### src/rtl/pixel_pkg.sv
// Shared pixel-pipeline constants and helpers for the filter and output stages.
// Used by pixel_stream_fifo (optional macro: PIXEL_FIFO_DROP_CNT_EN).
package pixel_pkg;

  localparam int DEF_DATA_W = 8;
  localparam int DEF_IMG_W  = 512;
  localparam int DEF_IMG_H  = 512;
  localparam int DROP_W     = 16;

  // Ceiling log2, never below 1 so derived vectors stay legal.
  function automatic int clog2(input int n);
    int r;
    r = 0;
    while ((1 << r) < n) r++;
    return (r < 1) ? 1 : r;
  endfunction

endpackage

### src/rtl/pixel_fifo_ram.sv
// Dual-port pixel storage: synchronous write, asynchronous read for FWFT.
// Part of pixel_stream_fifo (optional macro: PIXEL_FIFO_DROP_CNT_EN).
module pixel_fifo_ram
  import pixel_pkg::*;
#(
  parameter int DATA_W = DEF_DATA_W,
  parameter int DEPTH  = 64,
  parameter int AW     = clog2(DEPTH)
) (
  input  logic              clk,
  input  logic              wr_en,
  input  logic [AW-1:0]     wr_addr,
  input  logic [DATA_W-1:0] wr_data,
  input  logic [AW-1:0]     rd_addr,
  output logic [DATA_W-1:0] rd_data
);

  logic [DATA_W-1:0] mem [DEPTH];

  always_ff @(posedge clk) begin
    if (wr_en) mem[wr_addr] <= wr_data;
  end

  assign rd_data = mem[rd_addr];

endmodule

### src/rtl/pixel_stream_fifo.sv
// Streaming pixel FIFO with frame tracking, prog_full and drop reporting.
// Optional macro: PIXEL_FIFO_DROP_CNT_EN builds the saturating drop counter.
module pixel_stream_fifo
  import pixel_pkg::*;
#(
  parameter int DATA_W    = DEF_DATA_W,
  parameter int DEPTH     = 64,
  parameter int PROG_FULL = 56,
  parameter int IMG_W     = DEF_IMG_W,
  parameter int IMG_H     = DEF_IMG_H
) (
  input  logic                   axi_clk,
  input  logic                   axi_rst,
  input  logic                   s_valid,
  input  logic [DATA_W-1:0]      s_data,
  output logic                   s_ready,
  output logic                   m_valid,
  output logic [DATA_W-1:0]      m_data,
  input  logic                   m_ready,
  output logic                   m_last,
  output logic                   m_user,
  output logic                   prog_full,
  output logic [clog2(DEPTH):0]  level,
  output logic                   overflow,
  output logic                   frame_intr,
  output logic [DROP_W-1:0]      drop_count
);

  localparam int AW = clog2(DEPTH);
  localparam int LW = AW + 1;
  localparam int CW = clog2(IMG_W);
  localparam int RW = clog2(IMG_H);
  localparam logic [LW-1:0] LVL_FULL = LW'(DEPTH);
  localparam logic [LW-1:0] LVL_PF   = LW'(PROG_FULL);
  localparam logic [CW-1:0] COL_MAX  = CW'(IMG_W - 1);
  localparam logic [RW-1:0] ROW_MAX  = RW'(IMG_H - 1);

  logic [AW-1:0] wr_ptr_q, wr_ptr_d;
  logic [AW-1:0] rd_ptr_q, rd_ptr_d;
  logic [LW-1:0] level_q, level_d;
  logic [CW-1:0] col_q, col_d;
  logic [RW-1:0] row_q, row_d;
  logic          s_ready_q, s_ready_d;
  logic          prog_full_q, prog_full_d;
  logic          overflow_q, overflow_d;
  logic          intr_q, intr_d;
  logic          full, wr, rd, drop;
  logic [DATA_W-1:0] rd_data;

  pixel_fifo_ram #(
    .DATA_W (DATA_W),
    .DEPTH  (DEPTH),
    .AW     (AW)
  ) u_ram (
    .clk     (axi_clk),
    .wr_en   (wr),
    .wr_addr (wr_ptr_q),
    .wr_data (s_data),
    .rd_addr (rd_ptr_q),
    .rd_data (rd_data)
  );

  assign m_valid = level_q != '0;

  always_comb begin
    full        = level_q == LVL_FULL;
    wr          = s_valid && !full;
    drop        = s_valid && full;
    rd          = m_valid && m_ready;
    wr_ptr_d    = wr ? wr_ptr_q + AW'(1) : wr_ptr_q;
    rd_ptr_d    = rd ? rd_ptr_q + AW'(1) : rd_ptr_q;
    level_d     = level_q;
    unique case ({wr, rd})
      2'b10:   level_d = level_q + LW'(1);
      2'b01:   level_d = level_q - LW'(1);
      default: level_d = level_q;
    endcase
    col_d = col_q;
    row_d = row_q;
    if (rd) begin
      if (col_q == COL_MAX) begin
        col_d = '0;
        row_d = (row_q == ROW_MAX) ? '0 : row_q + RW'(1);
      end else begin
        col_d = col_q + CW'(1);
      end
    end
    intr_d      = rd && col_q == COL_MAX && row_q == ROW_MAX;
    s_ready_d   = level_d != LVL_FULL;
    prog_full_d = level_d >= LVL_PF;
    overflow_d  = overflow_q || drop;
  end

  always_ff @(posedge axi_clk) begin
    if (axi_rst) begin
      wr_ptr_q    <= '0;
      rd_ptr_q    <= '0;
      level_q     <= '0;
      col_q       <= '0;
      row_q       <= '0;
      s_ready_q   <= 1'b0;
      prog_full_q <= 1'b0;
      overflow_q  <= 1'b0;
      intr_q      <= 1'b0;
    end else begin
      wr_ptr_q    <= wr_ptr_d;
      rd_ptr_q    <= rd_ptr_d;
      level_q     <= level_d;
      col_q       <= col_d;
      row_q       <= row_d;
      s_ready_q   <= s_ready_d;
      prog_full_q <= prog_full_d;
      overflow_q  <= overflow_d;
      intr_q      <= intr_d;
    end
  end

`ifdef PIXEL_FIFO_DROP_CNT_EN
  logic [DROP_W-1:0] drop_q, drop_d;

  always_comb begin
    drop_d = drop_q;
    if (drop && drop_q != '1) drop_d = drop_q + DROP_W'(1);
  end

  always_ff @(posedge axi_clk) begin
    if (axi_rst) drop_q <= '0;
    else         drop_q <= drop_d;
  end

  assign drop_count = drop_q;
`else
  assign drop_count = '0;
`endif

  // Gate with m_valid so an empty FIFO never exposes stale RAM contents.
  assign m_data     = m_valid ? rd_data : '0;
  assign m_last     = m_valid && col_q == COL_MAX;
  assign m_user     = m_valid && col_q == '0 && row_q == '0;
  assign s_ready    = s_ready_q;
  assign prog_full  = prog_full_q;
  assign level      = level_q;
  assign overflow   = overflow_q;
  assign frame_intr = intr_q;

endmodule

### config.mk
export PLATFORM = sky130hd
export DESIGN_NAME = pixel_stream_fifo
export DESIGN_NICKNAME = d
export VERILOG_FILES = /design/src/rtl/pixel_pkg.sv /design/src/rtl/pixel_fifo_ram.sv /design/src/rtl/pixel_stream_fifo.sv
export SDC_FILE = /design/constraint.sdc
export NUM_CORES = 1
export LEC_CHECK = 0
export CAP_MARGIN = 20
export CORE_ASPECT_RATIO = 0.5
export CORE_MARGIN = 2
export CORE_UTILIZATION = 35
export CTS_CLUSTER_DIAMETER = 100
export DETAILED_ROUTE_END_ITERATION = 6
export SLEW_MARGIN = 20
export SYNTH_ARGS = -nofsm -noshare
export SYNTH_HDL_FRONTEND = slang
export SYNTH_SLANG_ARGS = --single-unit
### constraint.sdc
create_clock -name axi_clk -period 3.1 [get_ports axi_clk]
set_clock_uncertainty 0.2 [all_clocks]
set_input_delay 0.31 -clock axi_clk [delete_from_list [all_inputs] [get_ports axi_clk]]
set_output_delay 0.31 -clock axi_clk [all_outputs]
set_load 0.02 [all_outputs]
==> metrics.yaml, run 1 <==
minimum_hold_slack_ns: 0.01545
crit_path_start_kind: "flop"
post_synth.cell_area_avg_sq_um: 20.15
synthDominantCellAreaShare_pct: 69.49
grt_start_max_net_pins: 65
report.final.hold_viol_count: 0
buffer_cell_driving_the_clock_tree_root: "sky130_fd_sc_hd__clkbuf_16"
drt_pass1_iterations: 5
globalRouteOverflowTotal: 0
ys_seq_elements: 559
p_total_mw: 20.35
insertion_delay_ns: 0.58
tritoncts_num_sinks: 559
portBuffers: 33
tritoncts: "done"
finalNetCount: 1290
final_min_period_over_clock_period_pct: 122.7
clock_tree.buffer_depth: 3
finalWeightedCongestion: 0.8064
netlist-cell-type-count: 49
slew_headroom_pct: 34.91
top_signal_layer_used: "met4"
final_critical_path_setup_slack_ns: -0.7051
first_global_vias: 11390
most-common-layout-cells: "sky130_fd_sc_hd__edfxtp_1, sky130_fd_sc_hd__mux4_2, sky130_fd_sc_hd__buf_4, sky130_fd_sc_hd__nor2_1, sky130_fd_sc_hd__clkbuf_16"
edff_count_synth: 512
critical_path.slowest_cell: "sky130_fd_sc_hd__mux4_2"
floorplan.die.width_um: 359.6
peak_vdd_ir_v: 0.0004905
crit_path_cell_trace: "buf_6 -> buf_12 -> mux4_2 -> mux4_2 -> mux4_2 -> and2_4 -> buf_6"
cts.reportedPaths.clkPinSlew_ns: 0.06
wl_met3_um: 3603
pwr_density_cell_nw_per_um2: 771.0
global_route.usage.total_pct: 15.81
yosys.area.top_type: "sky130_fd_sc_hd__edfxtp_1"
post_synth_main_area_contributors: "sky130_fd_sc_hd__edfxtp_1, sky130_fd_sc_hd__mux4_2, sky130_fd_sc_hd__dfxtp_1"
routed_wire_length_per_instance_um: 24.11
postLayoutCoreUtil_pct: 42.03
met2_wirelength_from_detailed_routing_um: 25020
starting_utilization_of_the_core_area_pct: 35.24
worstPathArrival_ns: 3.30
boundaryPins: 50
most_common_cell_after_layout_fill_and_taps_aside: "sky130_fd_sc_hd__edfxtp_1"
critical_path_sink_type: "primary output"
total_leakage_power_nw: 8.310
max_freq_mhz: 262.8
cts_max_level: 2
status: "complete, but fails checks"
drv_slew: 0
syn_inst: 1098
yosys_most_used_dff: "sky130_fd_sc_hd__edfxtp_1"
total_half_perimeter_wirelength_after_legalization_and_detailed_placement_um: 33290
cp_data_required_time_ns: 2.59
placementRows: 65
floorplan_die_height_um: 181.8
grt_pass1_wl_um: 76640
wl_um: 51760
violations: "negative setup slack"
post-route-min-period_ns: 3.805
final_layout_size_suffix_gt1_share_pct: 33.59
die-area_sq_um: 65360
crit_path_max_incr_delay_ns: 0.62
crit_type: "flop to primary output"
seq_area_frac_synth_pct: 73.74
post-route-drc-count: 0
nFillCells: 5434
diode_count: 0
timing.critical_path.mode_cell: "sky130_fd_sc_hd__mux4_2"
synthToLayoutAreaGrowth_pct: 19.27
grt_antenna_before_repair: 1
drt_iter0_markers: 1066
path_max_fanout: 7
core_region_area_sq_um: 62790
worst-slew-pin-transition_ns: 0.9728
grt_setup_unrepaired: "true"
max_cap_viol_count: 0
synthArstFlopShare_pct: 0
setup_violations: 9
cts_made_buffers: 51
wl_met1_um: 22210
hp-class: "input pin to flop"
via_count: 11150
route.detailed.vias_per_inst: 5.194
postRouteAntennaNets: 0
synth.cell_area_sq_um: 22120
ys.warnings.count: 0
-- cells by family after synthesis --
kind of cell,synth area share [%]
flops,73.74
simple gates,4.145
mux,17.33
buf+inv,1.883
compound gates,1.250
xor+xnor,1.069
fa+ha+maj,0.5655
other cells,0.01695
-- synthesized netlist by cell type (5+ instances only) --
master and instances:
sky130_fd_sc_hd__a21oi_1 18, sky130_fd_sc_hd__and2_1 10, sky130_fd_sc_hd__buf_1 5, sky130_fd_sc_hd__buf_2 12
sky130_fd_sc_hd__buf_4 17, sky130_fd_sc_hd__clkbuf_1 41, sky130_fd_sc_hd__dfxtp_1 47, sky130_fd_sc_hd__edfxtp_1 512
sky130_fd_sc_hd__ha_1 10, sky130_fd_sc_hd__inv_1 11, sky130_fd_sc_hd__mux2i_1 5, sky130_fd_sc_hd__mux4_2 168
sky130_fd_sc_hd__nand2_1 23, sky130_fd_sc_hd__nand3_1 6, sky130_fd_sc_hd__nand3b_1 5, sky130_fd_sc_hd__nand4_1 11
sky130_fd_sc_hd__nor2_1 109, sky130_fd_sc_hd__nor3_1 5, sky130_fd_sc_hd__o21ai_0 7, sky130_fd_sc_hd__or3_1 7
sky130_fd_sc_hd__xnor2_1 9, sky130_fd_sc_hd__xor2_1 18
-- power breakdown --
group	internal, mW	switching, mW	total (mW)
sequential	8.36	0.106	8.47
combinational	2.91	2.63	5.53
clock	3.61	2.74	6.35
-- registers in the layout, summed over array words and instances (netlist names), named ones only --
register    count
level           7
overflow        1
u_ram.mem     512
wr_ptr_q        6
s_ready         1
frame_intr      1
row_q           9
col_q           9
rd_ptr_q        6
prog_full       1
-- worst max-delay path: cells and delay by family, from the launching register on --
family | cells | cell delay [ns]
mux | 3 | 1.68
simple gates | 1 | 0.17
buf+inv | 3 | 0.42
flops | 1 | 0.43
-- per-stage QoR --
stage | worst slack, ns | cell area (sq um) | instances | setup TNS, ns
final | -0.7051 | 26390 | 2147 | -5.206
after global routing | -0.7722 | 26390 | 2147 | -6.019
after CTS | -0.7399 | 26300 | 2145 | -5.575
after detailed placement | -0.5707 | 24440 | 2039 | -4.042
after global placement | -0.5774 | 24440 | 2039 | -4.079
after floorplan | -0.001853 | 22220 | 1113 | -0.001853
-- path summary, 6_finish.rpt --
path | startpoint | end | slack, ns | cells past startpoint
setup reg to reg | level[0]$_SDFF_PP0_ | s_ready$_SDFF_PP0_ | 0 | 12
hold reg to reg | row_q[8]$_SDFFE_PP0P_ | row_q[8]$_SDFFE_PP0P_ | 0.30 | 2
hold / removal | s_data[3] | u_ram.mem[6][3]$_DFFE_PP_ | 0.02 | 1
setup / recovery | flop | m_data[6] | -0.71 | 7
-- repair_timing --
action	4_1_cts	5_1_grt
resized for setup	62	15
endpoints found under the setup margin	11	11
pin swaps	0	8
gates cloned	1	0
hold endpoints to repair	23	0
hold buffers	2	0
setup buffers	9	2
-- area by class of cell --
cell class	instances	area [sq um]	area share [%]
Inverter	12	45.04	0.1707
Tap cell	837	1047	3.968
Clock inverter	28	290.3	1.100
Timing Repair Buffer	178	1719	6.515
Clock buffer	67	1398	5.296
Sequential cell	559	16330	61.87
Multi-Input combinational cell	466	5562	21.08
-- routing by layer --
| layer | vias to the layer above | track usage [%] |
|---|---|---|
| met5 | - | 0 |
| met4 | 0 | 3.529 |
| met3 | 70 | 2.638 |
| met2 | 442 | 25.86 |
| met1 | 5881 | 22.33 |
| li1 | 4758 | - |
No activity file was read; power rests on OpenSTA's default activity.
==> run 2: changes to the inputs <==
- CORE_ASPECT_RATIO: 0.5 -> 1.4
==> run 2 against run 1 <==
The run still ends with negative setup slack left. Setup slack got worse by 0.024 ns. Sequential power about the same. Final cell count increased by 0.19%. Utilization increased by 0.23 points. Clock power increased by 3%. Sequential cell count unchanged. Largest power group unchanged.
==> metrics.yaml, run 2 (synthesis gave the netlist of run 1 again) <==
portBuffers: 33  # unchanged
globalRouteOverflowTotal: 0  # unchanged
final_critical_path_setup_slack_ns: -0.7292  # -0.02409 ns
grt_pass1_wl_um: 74660  # -2.6%
grt_start_max_net_pins: 65  # unchanged
drv_slew: 0  # unchanged
stdcell_area_sq_um: 26570  # +0.69%
finalWeightedCongestion: 0.7956  # -1.3%
report.final.hold_viol_count: 0  # unchanged
finalSetupTns_ns: -5.610  # -0.4036 ns
worst_r2r_endpoint: "prog_full$_SDFF_PP0_"
r2r_setup_slack_ns: 0.01  # about the same
most-common-layout-cells: "sky130_fd_sc_hd__edfxtp_1, sky130_fd_sc_hd__mux4_2, sky130_fd_sc_hd__buf_4, sky130_fd_sc_hd__nor2_1, sky130_fd_sc_hd__clkbuf_16"
final_min_period_over_clock_period_pct: 123.5  # +0.78 points
dpl-instance-area_sq_um: 24450  # about the same
first_global_vias: 11380  # -0.070%
hp-start: "s_data[2]"
peak_vdd_ir_v: 0.0006727  # +37%
timing.critical_path.buf_inv: 3  # unchanged
routed_wire_length_per_instance_um: 23.19  # -3.8%
via_count: 10840  # -2.8%
busiest_layer: "met2"
finalNetCount: 1299  # +0.70%
worst-slew-pin-transition_ns: 0.7450  # -0.2278 ns
nFillCells: 5428  # -0.11%
floorplan.die.width_um: 216.5  # -40%
max_freq_mhz: 261.2  # -0.63%
postRouteAntennaNets: 0  # unchanged
hp-class: "input pin to flop"
cts_max_level: 2  # unchanged
route.detailed.vias_per_inst: 5.041  # -2.9%
final_layout_size_suffix_gt1_share_pct: 34.34  # +0.76 points
die-area_sq_um: 65270  # -0.14%
crit_path_cell_trace: "buf_12 -> buf_12 -> mux4_2 -> mux4_2 -> mux4_2 -> and2_4 -> buf_6"
postLayoutCoreUtil_pct: 42.26  # +0.23 points
clock_tree.buffer_depth: 3  # unchanged
worstPathArrival_ns: 3.32  # +0.02 ns
most_common_cell_after_layout_fill_and_taps_aside: "sky130_fd_sc_hd__edfxtp_1"
buffer_cell_driving_the_clock_tree_root: "sky130_fd_sc_hd__clkbuf_16"
grt.met2_usage_pct: 28.53  # +2.7 points
hold_end: "u_ram.mem[24][2]$_DFFE_PP_"
placementRows: 109  # +68%
grt.met1_usage_pct: 18.96  # -3.4 points
drt_iter0_markers: 837  # -21%
pwr_density_cell_nw_per_um2: 778.8  # +1.0%
diode_count: 0  # unchanged
crit_path_max_incr_delay_ns: 0.55  # -0.07 ns
holdPathStages: 1  # unchanged
path_max_fanout: 8  # +1
total_half_perimeter_wirelength_after_legalization_and_detailed_placement_um: 32430  # -2.6%
max_cap_viol_count: 0  # unchanged
critPathTopFamily: "multiplexers"
starting_utilization_of_the_core_area_pct: 35.19  # -0.048 points
total_leakage_power_nw: 8.395  # +1.0%
crit_type: "flop to primary output"
cp_data_required_time_ns: 2.59  # about the same
timing.reg2reg.worst_path_depth: 11  # -1
critical_path.slowest_cell: "sky130_fd_sc_hd__mux4_2"
global_route.usage.total_pct: 15.45  # -0.36 points
cts_made_buffers: 51  # unchanged
cts.reportedPaths.clkPinSlew_ns: 0.07  # about the same
critical_path_sink_type: "primary output"
grt_antenna_before_repair: 1  # unchanged
floorplan_die_height_um: 301.5  # +66%
timing.rr.start: "level[0]$_SDFF_PP0_"
violations: "negative setup slack"
post-route-min-period_ns: 3.829  # +0.02409 ns
largest_register_ff_count: 512  # unchanged
insertion_delay_ns: 0.58  # about the same
tritoncts: "done"
synthToLayoutAreaGrowth_pct: 20.10
largest_register: "u_ram.mem"
core_region_area_sq_um: 62870  # +0.14%
wl_um: 49890  # -3.6%
post-route-drc-count: 0  # unchanged
boundaryPins: 50  # unchanged
globalRouteMet3Util_pct: 2.138  # -0.50 points
setup_violations: 8  # -1
largestRegisters: "u_ram.mem: 512 flops, col_q: 9 flops, row_q: 9 flops"
slew_headroom_pct: 50.34  # +15 points
grt_setup_unrepaired: "true"
p_total_mw: 20.69  # +1.7%
drt_pass1_iterations: 6  # +1
status: "complete, but fails checks"
tritoncts_num_sinks: 559  # unchanged
timing.critical_path.mode_cell: "sky130_fd_sc_hd__mux4_2"
crit_path_start_kind: "flop"
## run 2: through the flow
stage | hold slack, ns | cells | setup WS [ns]
2_1_floorplan | 0.2089 | 1113 | -0.001853
3_3_place_gp | 0.2667 | 2043 | -0.5582
3_5_place_dp | 0.2831 | 2043 | -0.5707
4_1_cts | 0.0007876 | 2152 | -0.7777
5_1_grt | 0.01941 | 2151 | -0.8005
6_report | 0.02135 | 2151 | -0.7292
## run 2: report_power, final
group,internal [mW],switching (mW),total [mW]
Sequential,8.36,0.124,8.48
Clock,3.77,2.74,6.51
Combinational,3.00,2.70,5.70
Total,15.1,5.56,20.7
## run 2: worst max path at each step
stage | to | slack, ns | cells past startpoint
detailed placement | m_data[1] | -0.57 | 7
global placement | m_data[0] | -0.56 | 6
finish | m_data[0] | -0.73 | 7
floorplan | prog_full$_SDFF_PP0_ | -0.002 | 11
CTS | m_data[6] | -0.78 | 8
global route | m_data[4] | -0.80 | 7
## run 2: metal layers
layer / vias up / wire length, um
li1: 4781 / -
met4: 2 / 1056
met1: 5720 / 19620
met2: 276 / 27170
met5: - / 18
met3: 64 / 2022
## run 2: cell type report
cell class                 count  area, sq um  share of cell area [%]
timing repair buffer         187         1829                   6.884
clock buffer                  67         1398                   5.260
tap                          832         1041                   3.918
sequential                   559        16330                   61.45
multi-input combinational    466         5590                   21.04
clock inverter                28        340.3                   1.281
inverter                      12        45.04                  0.1695
## run 2: repair_timing
action / 4_1_cts / 5_1_grt
setup endpoints to repair: 10 / 12
gates cloned: 3 / 0
resized for setup: 76 / 10
buffers inserted: 9 / 1
hold buffers: 3 / 0
pin swaps: 8 / 2
hold endpoints to repair: 44 / 0
